`config.mk`:
```
export PLATFORM = sky130hd
export DESIGN_NAME = pwm_update_sequencer
export DESIGN_NICKNAME = d
export VERILOG_FILES = /design/src/rtl/pwm_seq_pkg.sv /design/src/rtl/pwm_ramp_step.sv /design/src/rtl/pwm_update_sequencer.sv
export SDC_FILE = /design/constraint.sdc
export NUM_CORES = 1
export LEC_CHECK = 0
export BUFFER_PORTS_ARGS = -buffer_cell sky130_fd_sc_hd__buf_4
export CORE_MARGIN = 5
export CORE_UTILIZATION = 48
export DETAILED_ROUTE_END_ITERATION = 12
export PLACE_DENSITY = 0.76
export SLEW_MARGIN = 0
export SYNTH_ARGS = -nofsm -noshare
export SYNTH_HDL_FRONTEND = slang
export SYNTH_SLANG_ARGS = --single-unit
```
`constraint.sdc`:
```
create_clock -name clk -period 2.4 [get_ports clk]
set_clock_uncertainty 0.15 [all_clocks]
set_input_delay 0 -clock clk [delete_from_list [all_inputs] [get_ports clk]]
set_output_delay 0 -clock clk [all_outputs]
set_load 0.05 [all_outputs]
```
`src/rtl/pwm_seq_pkg.sv`:
```
// Shared types for the PWM update sequencer.
// State encoding and default datapath width.
package pwm_seq_pkg;

  localparam int unsigned WIDTH_DEF = 16;

  typedef enum logic [1:0] {
    IDLE,
    PENDING,
    RAMP
  } seq_state_e;

endpackage

```
`src/rtl/pwm_ramp_step.sv`:
```
// One saturating slew step of the modulator toward its target.
// A zero step is promoted to one so a ramp always progresses.
module pwm_ramp_step #(
  parameter int unsigned width = 16
) (
  input  logic [width-1:0] cur_i,
  input  logic [width-1:0] tgt_i,
  input  logic [width-1:0] step_i,
  output logic [width-1:0] nxt_o
);

  localparam logic [width-1:0] ONE = {{(width-1){1'b0}}, 1'b1};

  logic [width-1:0] step_d;
  logic [width-1:0] gap_d;

  // Distance to target, then either land on it or move one step.
  always_comb begin
    step_d = (step_i == '0) ? ONE : step_i;
    if (tgt_i >= cur_i) begin
      gap_d = tgt_i - cur_i;
    end else begin
      gap_d = cur_i - tgt_i;
    end
    if (gap_d <= step_d) begin
      nxt_o = tgt_i;
    end else if (tgt_i > cur_i) begin
      nxt_o = cur_i + step_d;
    end else begin
      nxt_o = cur_i - step_d;
    end
  end

endmodule

```
`src/rtl/pwm_update_sequencer.sv`:
```
// Glitch-free period/modulator updates applied at carrier wrap.
// Define PWM_SEQ_RAMP_EN to compile in modulator slewing (RAMP).
module pwm_update_sequencer
  import pwm_seq_pkg::*;
#(
  parameter int unsigned       width      = WIDTH_DEF,
  parameter logic [width-1:0]  period_rst = '1
) (
  input  logic             clk,
  input  logic             rst,
  input  logic             enable,
  input  logic             upd_valid,
  output logic             upd_ready,
  input  logic [width-1:0] upd_period,
  input  logic [width-1:0] upd_modulator,
  input  logic [width-1:0] ramp_step,
  input  logic [width-1:0] counter,
  output logic [width-1:0] period,
  output logic [width-1:0] modulator,
  output logic             commit,
  output logic             busy
);

  localparam logic [width-1:0] ONE = {{(width-1){1'b0}}, 1'b1};

  seq_state_e       state_q;
  logic [width-1:0] per_q;
  logic [width-1:0] mod_q;
  logic [width-1:0] sh_per_q;
  logic [width-1:0] sh_mod_q;
  logic             commit_q;
  logic             busy_q;
  logic             ready_q;

  logic             wrap_d;
  logic [width-1:0] cap_mod_d;
  logic             direct_d;

  // A full-scale period has no count above it, so the counter's
  // own rollover point marks the last carrier count instead.
  assign wrap_d = enable &&
                  ((counter > per_q) || (counter == '1));

  // Clamp an out-of-range compare to period+1 (0% duty).
  always_comb begin
    cap_mod_d = upd_modulator;
    if (upd_modulator > upd_period) begin
      cap_mod_d = (upd_period == '1) ? upd_period
                                     : upd_period + ONE;
    end
  end

`ifdef PWM_SEQ_RAMP_EN
  logic [width-1:0] mod_step_d;

  pwm_ramp_step #(
    .width (width)
  ) u_step (
    .cur_i  (mod_q),
    .tgt_i  (sh_mod_q),
    .step_i (ramp_step),
    .nxt_o  (mod_step_d)
  );

  assign direct_d = (sh_mod_q == mod_q);
`else
  logic unused_ramp_step;

  assign unused_ramp_step = ^ramp_step;
  assign direct_d         = 1'b1;
`endif

  // Sequencer FSM with registered outputs.
  always_ff @(posedge clk or posedge rst) begin
    if (rst) begin
      state_q  <= IDLE;
      per_q    <= period_rst;
      mod_q    <= '1;
      sh_per_q <= '0;
      sh_mod_q <= '0;
      commit_q <= 1'b0;
      busy_q   <= 1'b0;
      ready_q  <= 1'b1;
    end else begin
      commit_q <= 1'b0;
      unique case (state_q)
        IDLE: begin
          if (upd_valid) begin
            sh_per_q <= upd_period;
            sh_mod_q <= cap_mod_d;
            state_q  <= PENDING;
            busy_q   <= 1'b1;
            ready_q  <= 1'b0;
          end
        end
        PENDING: begin
          if (wrap_d) begin
            per_q <= sh_per_q;
            if (direct_d) begin
              mod_q    <= sh_mod_q;
              commit_q <= 1'b1;
              state_q  <= IDLE;
              busy_q   <= 1'b0;
              ready_q  <= 1'b1;
            end else begin
              state_q <= RAMP;
            end
          end
        end
`ifdef PWM_SEQ_RAMP_EN
        RAMP: begin
          if (wrap_d) begin
            mod_q <= mod_step_d;
            if (mod_step_d == sh_mod_q) begin
              commit_q <= 1'b1;
              state_q  <= IDLE;
              busy_q   <= 1'b0;
              ready_q  <= 1'b1;
            end
          end
        end
`endif
        default: begin
          state_q <= IDLE;
          busy_q  <= 1'b0;
          ready_q <= 1'b1;
        end
      endcase
    end
  end

  assign upd_ready = ready_q;
  assign period    = per_q;
  assign modulator = mod_q;
  assign commit    = commit_q;
  assign busy      = busy_q;

endmodule

```
==> results of run 1 <==
path summary, 6_finish.rpt:
path	startpoint	slack, ns	end	depth (start not counted)
max	upd_period[10]	-0.50	sh_mod_q[9]	11
min	upd_period[6]	0.005	sh_mod_q[6]	5
max reg2reg	period[13]	-0.21	modulator[8]	9
min reg2reg	sh_per_q[12]	0.34	sh_per_q[12]	2
max in group asynchronous	rst	1.25	modulator[6]	4
min in group asynchronous	rst	0.16	commit	3
synthesized netlist by cell type (all sizes together), types with 6 or more instances:
cell type / number
dfrtp: 34
nor2: 21
clkbuf: 8
a31oi: 6
o21ai: 25
nand4: 13
inv: 34
dfstp: 33
nand3: 11
nand2: 34
a21oi: 30
mux2i: 12
mux2: 33
ha: 33
layout make-up:
| cell class | instances | area share |
|---|---|---|
| repair buffers | 155 | 0.237 |
| inverters | 34 | 0.0228 |
| clock buffers | 10 | 0.0239 |
| well taps | 105 | 0.0228 |
| multi-input cells | 260 | 0.380 |
| clock inverters | 6 | 0.0154 |
| flip-flops and latches | 67 | 0.298 |
metal layers:
layer,vias up,part of all wire,track usage
met5,-,0,0
met2,172,0.51,0.364
met4,0,0.025,0.0829
li1,1631,-,-
met1,1719,0.39,0.278
met3,29,0.069,0.0581
what timing repair did:
action,in CTS,in global routing
endpoints found under the hold margin,64,11
buffers inserted,0,6
pin swaps,0,4
resized for setup,0,31
cloned,0,3
endpoints found under the setup margin,35,51
hold buffers,35,6
through the flow:
stage	setup slack, ns	hold slack (ns)	std cells	cell area, um^2
2_1_floorplan	-0.268	-0.0446	374	3970
3_3_place_gp	-0.0839	-0.0296	576	4890
3_5_place_dp	-0.260	-0.0168	576	4890
4_1_cts	-0.278	0.00674	627	5460
5_1_grt	-0.526	0.0121	637	5770
6_report	-0.496	0.00498	637	5770
worst max-delay path, cell delays in order:
cell and delay (ns):
buf_4 0.11, dlygate4sd3_1 0.61, inv_1 0.09, ha_1 0.33
nand4_1 0.21, nor4_4 0.37, a21boi_2 0.25, o31a_1 0.37
clkbuf_16 0.22, mux2i_1 0.27, a21oi_1 0.12
cell families (layout without fill, tap and decap cells):
logic type	Yosys count	count (layout)
mux	45	45
buf+inv	47	205
simple gates	101	101
flops	67	67
fa+ha+maj	33	33
compound gates	75	75
xor+xnor	6	6
state kept, by name, summed over array words and instances, names as in the netlist:
signal,count
upd_ready,1
busy,1
sh_mod_q,16
period,16
sh_per_q,16
commit,1
modulator,16
cells in the final DEF, fill, tap and decap left out, types with 8 or more instances in the layout:
cell / count
buf_4: 111
dlygate4sd3_1: 36
dfrtp_1: 34
dfstp_2: 33
nand2_1: 31
a21oi_1: 28
inv_1: 27
mux2_4: 27
ha_1: 25
o21ai_0: 21
nor2_1: 21
nand4_1: 12
nand3_1: 10
mux2i_1: 10
clkbuf_8: 10
ha_4: 8
power by group:
group | switching [mW] | leakage (nW) | total [mW] | internal (mW)
Combinational | 2.09 | 1.81 | 3.69 | 1.60
Sequential | 0.355 | 0.753 | 2.22 | 1.87
Clock | 0.457 | 0.108 | 1.07 | 0.613
==> key figures, run 1 <==
Clock network
  • Number of buffers created by CTS: 9
  • Root buffer cell: clkbuf_8
  • # H-tree levels: 3
  • Clock Latency Late Sink: 0.35 ns
  • CTS clk-pin slew, worst paths: 0.08 ns
  • CTS tree: yes
  • # clock sinks: 67
  • Maximum clock path buffer count: 2

Layout
  • Final-layout fill cell count: 545
  • Final nets: 628
  • Layout cell share with drive strength beyond 1: 0.436
  • Multi-input gate area: 2190 um^2
  • Post-layout util: 0.709
  • Area grow syn2layout: 45.8%
  • Ant diodes: 0
  • Register area: 1720 um^2

Synthesis
  • Post-Syn Area: 3960 um^2
  • Cells after Synth: 374
  • Adder-cell share of the synthesized area: 0.104
  • Largest area contributor in the netlist: dfstp_2
  • Avg Cell Area, Syn: 10.6 um^2
  • Post-Synth Simple-Gate Area: 0.128
  • Area contributors post-synth: dfstp_2 22%, dfrtp_1 22%, ha_1 10%, mux2_4 10%, a21oi_1 3.7%
  • Post-synthesis mux area share: 0.150
  • Area fraction in compound gates after synthesis: 0.112
  • Post-synthesis xor/xnor area fraction: 0.0133
  • Register area share after synthesis: 0.434
  • Post-synthesis async set-or-reset flop share: 1.00
  • Synth Warn #: 0
  • Synth unique cells: 44
  • Post-synth top area share: 0.219
  • Post-Syn Nets: 475
  • #FFs+latches synth: 67
  • Top FF cell, synth: dfrtp_1
  • Largest family of logic cells by synthesized area: multiplexers
  • EDFF count, synth: 0

Timing
  • Slew Limit Fails: 0
  • Final setup viols: 49
  • Worst-Margin Slew: 0.715 ns
  • Final worst slack: -0.496 ns
  • RSZ-0062 raised after global routing: true
  • Max Fclk: 0.345 GHz
  • Min cycle time layout: 2.90 ns
  • Rel. slew slack: 0.520
  • Setup TNS Final: -11.89 ns
  • Final Cycle Share: 1.21
  • Hold Fails Final Rpt: 0

Job
  • Max_cap viols: 0

Pwr
  • Design Power: 6.99 mW
  • Pwr dens: 1210 nW/um^2
  • Leakage: 2.67 nW
  • Max rail drop VDD: 0.000750 V

Global routing
  • All-layer global routing usage: 0.221
  • GRT Residual Overflow: 0
  • Initial antenna violation count: 0
  • Largest net degree at the start of global routing: 38
  • Vias in the first global route: 3538
  • First-pass GRT wire length: 17.4 mm

Floorplanning
  • Die width: 101 um
  • Initial core utilization: 0.486
  • CORE AREA: 8130 um^2
  • I/O pin count: 103
  • Die area: 10200 um^2
  • Site row count: 33
  • Die Y: 101 um

Worst setup path
  • Critical path arrival: 2.97 ns
  • Critical Setup Path Class: primary input to register
  • CP Capture Type: register
  • Worst endpoint required time: 2.48 ns
  • Critical path fanouts, max: 5
  • Startpoint type of the worst setup path: primary input

Run status
  • Failing checks: setup timing
  • Status: finished, violations left

Drt
  • Via density: 5.57
  • Routed WL per cell: 18.9 um
  • DRC: 0
  • Number of antenna-violating nets in the routed design: 0
  • Vias: 3551
  • Drt first-iter violations: 281
  • First-pass detailed-route iteration total: 5
  • Total wire length: 12.1 mm

Placement
  • Routability-driven placement congestion ratio: 0.882
  • Hpwl dp: 8.08 mm
  • Number of port buffers: 86

Worst hold path
  • Hold WC Path Type: primary input to register
(Power assumes the default switching activity.)
==> run 2, diff against run 1 <==
--- a/config.mk
+++ b/config.mk
@@ -5,11 +5,12 @@
 export SDC_FILE = /design/constraint.sdc
 export NUM_CORES = 1
 export LEC_CHECK = 0
+export ABC_AREA = 1
 export BUFFER_PORTS_ARGS = -buffer_cell sky130_fd_sc_hd__buf_4
 export CORE_MARGIN = 5
-export CORE_UTILIZATION = 48
+export CORE_UTILIZATION = 49
 export DETAILED_ROUTE_END_ITERATION = 12
-export PLACE_DENSITY = 0.76
+export PLACE_DENSITY = 0.8
 export SLEW_MARGIN = 0
 export SYNTH_ARGS = -nofsm -noshare
 export SYNTH_HDL_FRONTEND = slang
==> key figures, run 2 <==
Timing
  • RSZ-0062 raised after global routing: true
  • Min cycle time layout: 2.23 ns
  • Final Cycle Share: 0.930
  • Final hold slack: 0.0292 ns
  • Rel. slew slack: 0.470
  • Max Fclk: 0.448 GHz
  • Slew Limit Fails: 0
  • Hold Fails Final Rpt: 0
  • Final setup viols: 0
  • Worst-Margin Slew: 0.795 ns

Global routing
  • Largest net degree at the start of global routing: 68
  • Initial antenna violation count: 0
  • First-pass GRT wire length: 17.7 mm
  • Vias in the first global route: 4047
  • All-layer global routing usage: 0.208
  • GRT Residual Overflow: 0

Synthesis
  • #FFs+latches synth: 67
  • Largest area contributor in the netlist: dfstp_2
  • Post-synthesis async set-or-reset flop share: 1.00
  • Area contributors post-synth: dfstp_2 20%, dfrtp_1 20%, nand2_1 18%, ha_1 9.7%, nand3_1 8.6%
  • Top FF cell, synth: dfrtp_1
  • Cells after Synth: 575
  • Top cells by count, synth: 207 x nand2_1, 73 x nand3_1, 63 x inv_1
  • EDFF count, synth: 0
  • Register area share after synthesis: 0.403
  • Synth Warn #: 0
  • Count leader, synth: nand2_1
  • Post-synth top area share: 0.204
  • Post-Syn Area: 4260 um^2
  • Avg Cell Area, Syn: 7.41 um^2
  • Synth unique cells: 32
  • Post-Syn Nets: 676

Floorplanning
  • Die Y: 103 um
  • Die area: 10700 um^2
  • Initial core utilization: 0.496
  • CORE AREA: 8590 um^2
  • I/O pin count: 103
  • Die width: 103 um
  • Site row count: 34

Drt
  • Via density: 5.15
  • Routed WL per cell: 13.3 um
  • Total wire length: 10.7 mm
  • First-pass detailed-route iteration total: 4
  • Vias: 4152
  • Number of antenna-violating nets in the routed design: 0
  • DRC: 0
  • Drt first-iter violations: 221

Clock network
  • CTS clk-pin slew, worst paths: 0.08 ns
  • # H-tree levels: 3
  • # clock sinks: 67
  • Root buffer cell: clkbuf_8
  • Clock Latency Late Sink: 0.34 ns
  • Maximum clock path buffer count: 2
  • CTS tree: yes
  • Number of buffers created by CTS: 9

Layout
  • Design area: 5570 um^2
  • Ant diodes: 0
  • Most common cell after layout, fill and taps aside: nand2_1
  • Area grow syn2layout: 30.7%
  • Most frequent cells in the layout: 206 x nand2_1, 91 x buf_4, 73 x nand3_1
  • Layout cell share with drive strength beyond 1: 0.232
  • Final-layout fill cell count: 729
  • Final nets: 794
  • Post-layout util: 0.648

Worst setup path
  • Startpoint type of the worst setup path: register
  • Critical path arrival: 2.36 ns
  • Worst endpoint required time: 2.53 ns
  • Critical Setup Path Class: register to register
  • CP Capture Type: register
  • Critical path fanouts, max: 32

Placement
  • Placed Area: 4970 um^2
  • Routability-driven placement congestion ratio: 1.02
  • Hpwl dp: 8.15 mm
  • Number of port buffers: 86

Pwr
  • Max rail drop VDD: 0.000409 V
  • Leakage: 2.98 nW
  • Pwr dens: 1100 nW/um^2

Run status
  • Status: completed

Worst hold path
  • Hold WC Path Type: primary input to register

Job
  • Max_cap viols: 0
## run 2: cells by family (layout without fill, tap and decap cells)
family	count (synthesis)	count (layout)	synth area share
flops	67	67	0.403
buf+inv	84	207	0.0869
fa+ha+maj	33	33	0.0969
simple gates	349	349	0.357
compound gates	37	37	0.0455
xor+xnor	5	5	0.0103
## run 2: metal layers
layer,routed length [um],GRT usage,up-vias
li1,-,-,2062
met2,5140,0.359,129
met1,4650,0.262,1936
met5,0,0,-
met4,279,0.0767,0
met3,666,0.0362,25
## run 2: cell type report
cell class / count / area (um^2) / area share
multi-input cells: 424 / 2190 / 0.393
flip-flops and latches: 67 / 1720 / 0.309
repair buffers: 126 / 1040 / 0.187
inverters: 65 / 244 / 0.0438
well taps: 108 / 135 / 0.0243
clock buffers: 10 / 128 / 0.0229
clock inverters: 6 / 111 / 0.0200
## run 2: metrics by stage
| step | TNS (ns) | setup slack, ns | power [mW] | instances |
|---|---|---|---|---|
| 2_1_floorplan | 0 | 0.209 | 4.17 | 575 |
| 3_3_place_gp | 0 | 0.246 | 4.85 | 756 |
| 3_5_place_dp | 0 | 0.166 | 4.95 | 756 |
| 4_1_cts | 0 | 0.146 | 6.13 | 806 |
| 5_1_grt | -0.0513 | -0.0202 | 6.53 | 806 |
| 6_report | 0 | 0.168 | 6.10 | 806 |
## run 2: path summary, 6_finish.rpt
path	from	end	slack [ns]	cells after the start
worst max-delay path	period[11]	modulator[0]	0.17	13
worst min-delay path	enable	modulator[6]	0.03	6
worst max register to register	period[11]	modulator[0]	0.17	13
worst min register to register	modulator[12]	modulator[12]	0.31	2
max in group asynchronous	rst	sh_per_q[7]	1.27	4
min in group asynchronous	rst	sh_per_q[5]	0.31	4
## run 2: report_power, final
part,switching (mW),internal [mW],total [mW]
logic,1.93,0.931,2.86
clock network,0.426,0.692,1.12
registers,0.317,1.81,2.12
## run 2: timing repair
| action | in CTS | in global routing |
|---|---|---|
| hold buffers | 34 | 0 |
| hold endpoints to repair | 67 | 0 |
| endpoints found under the setup margin | 0 | 37 |
| buffers inserted | 0 | 0 |
| resized for setup | 0 | 3 |
## run 2: worst max-delay path, stage by stage (launching register included)
cell and delay (ns):
dfstp_2 0.55, inv_1 0.05, ha_1 0.29, nand2_1 0.08, nor2_1 0.15, nand2_2 0.08, nor2_2 0.11, nand2_1 0.07
nand3_1 0.08, nand2_1 0.08, nand2_4 0.11, buf_12 0.18, nand3_1 0.09, nand2_1 0.09
==> run 3, diff against run 2 <==
--- a/config.mk
+++ b/config.mk
@@ -8,9 +8,9 @@
 export ABC_AREA = 1
 export BUFFER_PORTS_ARGS = -buffer_cell sky130_fd_sc_hd__buf_4
 export CORE_MARGIN = 5
-export CORE_UTILIZATION = 49
+export CORE_UTILIZATION = 32
 export DETAILED_ROUTE_END_ITERATION = 12
-export PLACE_DENSITY = 0.8
+export PLACE_DENSITY = 0.57
 export SLEW_MARGIN = 0
 export SYNTH_ARGS = -nofsm -noshare
 export SYNTH_HDL_FRONTEND = slang
==> key figures, run 3 (synthesis gave the netlist of run 2 again) <==
Layout
  • Register area: 1720 um^2
  • Area grow syn2layout: 35.1%
  • Ant diodes: 0
  • Most common cell after layout, fill and taps aside: nand2_1
  • Layout cell share with drive strength beyond 1: 0.231
  • Multi-input gate area: 2190 um^2
  • Final nets: 794
  • Most frequent cells in the layout: 207 x nand2_1, 89 x buf_4, 73 x nand3_1
  • Final-layout fill cell count: 1383

Drt
  • Total wire length: 11.4 mm
  • Number of antenna-violating nets in the routed design: 0
  • DRC: 0
  • Vias: 4069
  • Routed WL per cell: 13.1 um
  • First-pass detailed-route iteration total: 5
  • Drt first-iter violations: 152
  • Via density: 4.66

Clock network
  • CTS tree: yes
  • # H-tree levels: 3
  • Clock Latency Late Sink: 0.33 ns
  • Root buffer cell: clkbuf_16
  • Number of buffers added for setup after CTS: 0
  • # clock sinks: 67
  • Number of buffers created by CTS: 9
  • CTS clk-pin slew, worst paths: 0.05 ns
  • Maximum clock path buffer count: 2

Timing
  • Rel. slew slack: 0.557
  • Setup TNS Final: 0 ns
  • Final worst slack: 0.227 ns
  • Final Cycle Share: 0.905
  • Worst-Margin Slew: 0.664 ns
  • Final setup viols: 0
  • Slew Limit Fails: 0
  • Max Fclk: 0.460 GHz
  • Min cycle time layout: 2.17 ns
  • RSZ-0062 raised after global routing: false
  • Hold Fails Final Rpt: 0
  • Final hold slack: 0.0506 ns

Worst setup path
  • Worst endpoint required time: 2.52 ns
  • Startpoint type of the worst setup path: register
  • Critical Setup Path Class: register to register
  • Cell Chain, Critical Path: inv_1 > ha_1 > nand2_1 > nor2_2 > nand2_1 > nor2_2 > nand2_1 > nand3_1 > nand2_1 > nand2_4 > buf_12 > nand3_1 > nand2_1
  • Biggest cell delay along the critical path: 0.54 ns
  • Crit path max-delay cell type: dfstp_2
  • R2R Setup Slk: 0.23 ns
  • Worst Path Buf+Inv: 2
  • Worst path top cell family by delay: simple AND/OR/NAND/NOR gates
  • Cell mode on critical path: nand2_1
  • CP Capture Type: register
  • Critical path arrival: 2.29 ns
  • Critical path fanouts, max: 32

Placement
  • Hpwl dp: 9.10 mm
  • Number of port buffers: 86
  • Placement Setup Slack: 0.132 ns
  • Routability-driven placement congestion ratio: 0.858

Pwr
  • Pwr dens: 1110 nW/um^2
  • Leakage: 3.03 nW
  • Design Power: 6.38 mW
  • Max rail drop VDD: 0.000465 V

Floorplanning
  • I/O pin count: 103
  • Initial core utilization: 0.324
  • Die area: 15700 um^2
  • Die width: 125 um
  • Site row count: 42
  • Die Y: 125 um
  • CORE AREA: 13100 um^2

Global routing
  • Largest net degree at the start of global routing: 37
  • All-layer global routing usage: 0.151
  • First-pass GRT wire length: 19.7 mm
  • Initial antenna violation count: 0
  • GRT Residual Overflow: 0
  • Vias in the first global route: 4090

Run status
  • Status: completed

Job
  • Max_cap viols: 0

Worst hold path
  • Hold WC Path Type: primary input to register
-- run 3: cell types whose count changed in the layout (fill, tap and decap cells not counted), sizes merged --
cell	previous run	this run
bufinv	3	2
clkbuf	10	11
clkinvlp	1	0
inv	65	64
clkinv	2	4
-- run 3: final timing paths --
path,start,to,depth (start not counted)
worst max-delay path,period[15],period[7],13
worst min-delay path,enable,upd_ready,5
worst max register to register,period[15],period[7],13
worst min register to register,modulator[7],modulator[7],2
max in group asynchronous,rst,modulator[2],4
min in group asynchronous,rst,sh_per_q[14],3
-- run 3: cell type report --
| cell class | count | area share |
|---|---|---|
| clock buffer | 11 | 0.0404 |
| clock inverter | 5 | 0.0137 |
| inverter | 65 | 0.0424 |
| tap | 176 | 0.0383 |
| multi-input combinational | 424 | 0.381 |
| timing repair buffer | 126 | 0.186 |
| sequential | 67 | 0.298 |
-- run 3: per-layer routing --
layer / vias up / global-route usage / wire length (um)
li1: 2067 / - / -
met1: 1903 / 0.201 / 5340
met2: 90 / 0.248 / 5390
met3: 9 / 0.0324 / 578
met4: 0 / 0.0415 / 142
met5: - / 0 / 0
-- run 3: through the flow --
step            util  instance area [um^2]  std cells
3_5_place_dp   0.387                  5080        824
2_1_floorplan      -                  4260        575
3_3_place_gp   0.387                  5080        824
4_1_cts        0.436                  5730        874
5_1_grt        0.438                  5760        874
6_report       0.438                  5760        874
-- run 3: worst reg2reg max path: stages (launching register included) --
cell and delay, ns:
dfstp_2 0.54, inv_1 0.04, ha_1 0.28, nand2_1 0.08, nor2_2 0.12, nand2_1 0.10
nor2_2 0.11, nand2_1 0.06, nand3_1 0.07, nand2_1 0.08, nand2_4 0.11, buf_12 0.19
nand3_1 0.10, nand2_1 0.09
-- run 3: report_power, final --
group	total [mW]	internal (mW)	switching, mW
clock	1.37	0.907	0.459
sequential	2.14	1.81	0.329
combinational	2.87	0.943	1.93
total	6.38	3.66	2.72
-- run 3: what timing repair did --
action | in CTS | in global routing
hold buffers | 34 | 0
resized for setup | 0 | 4
endpoints found under the setup margin | 0 | 49
endpoints found under the hold margin | 43 | 0
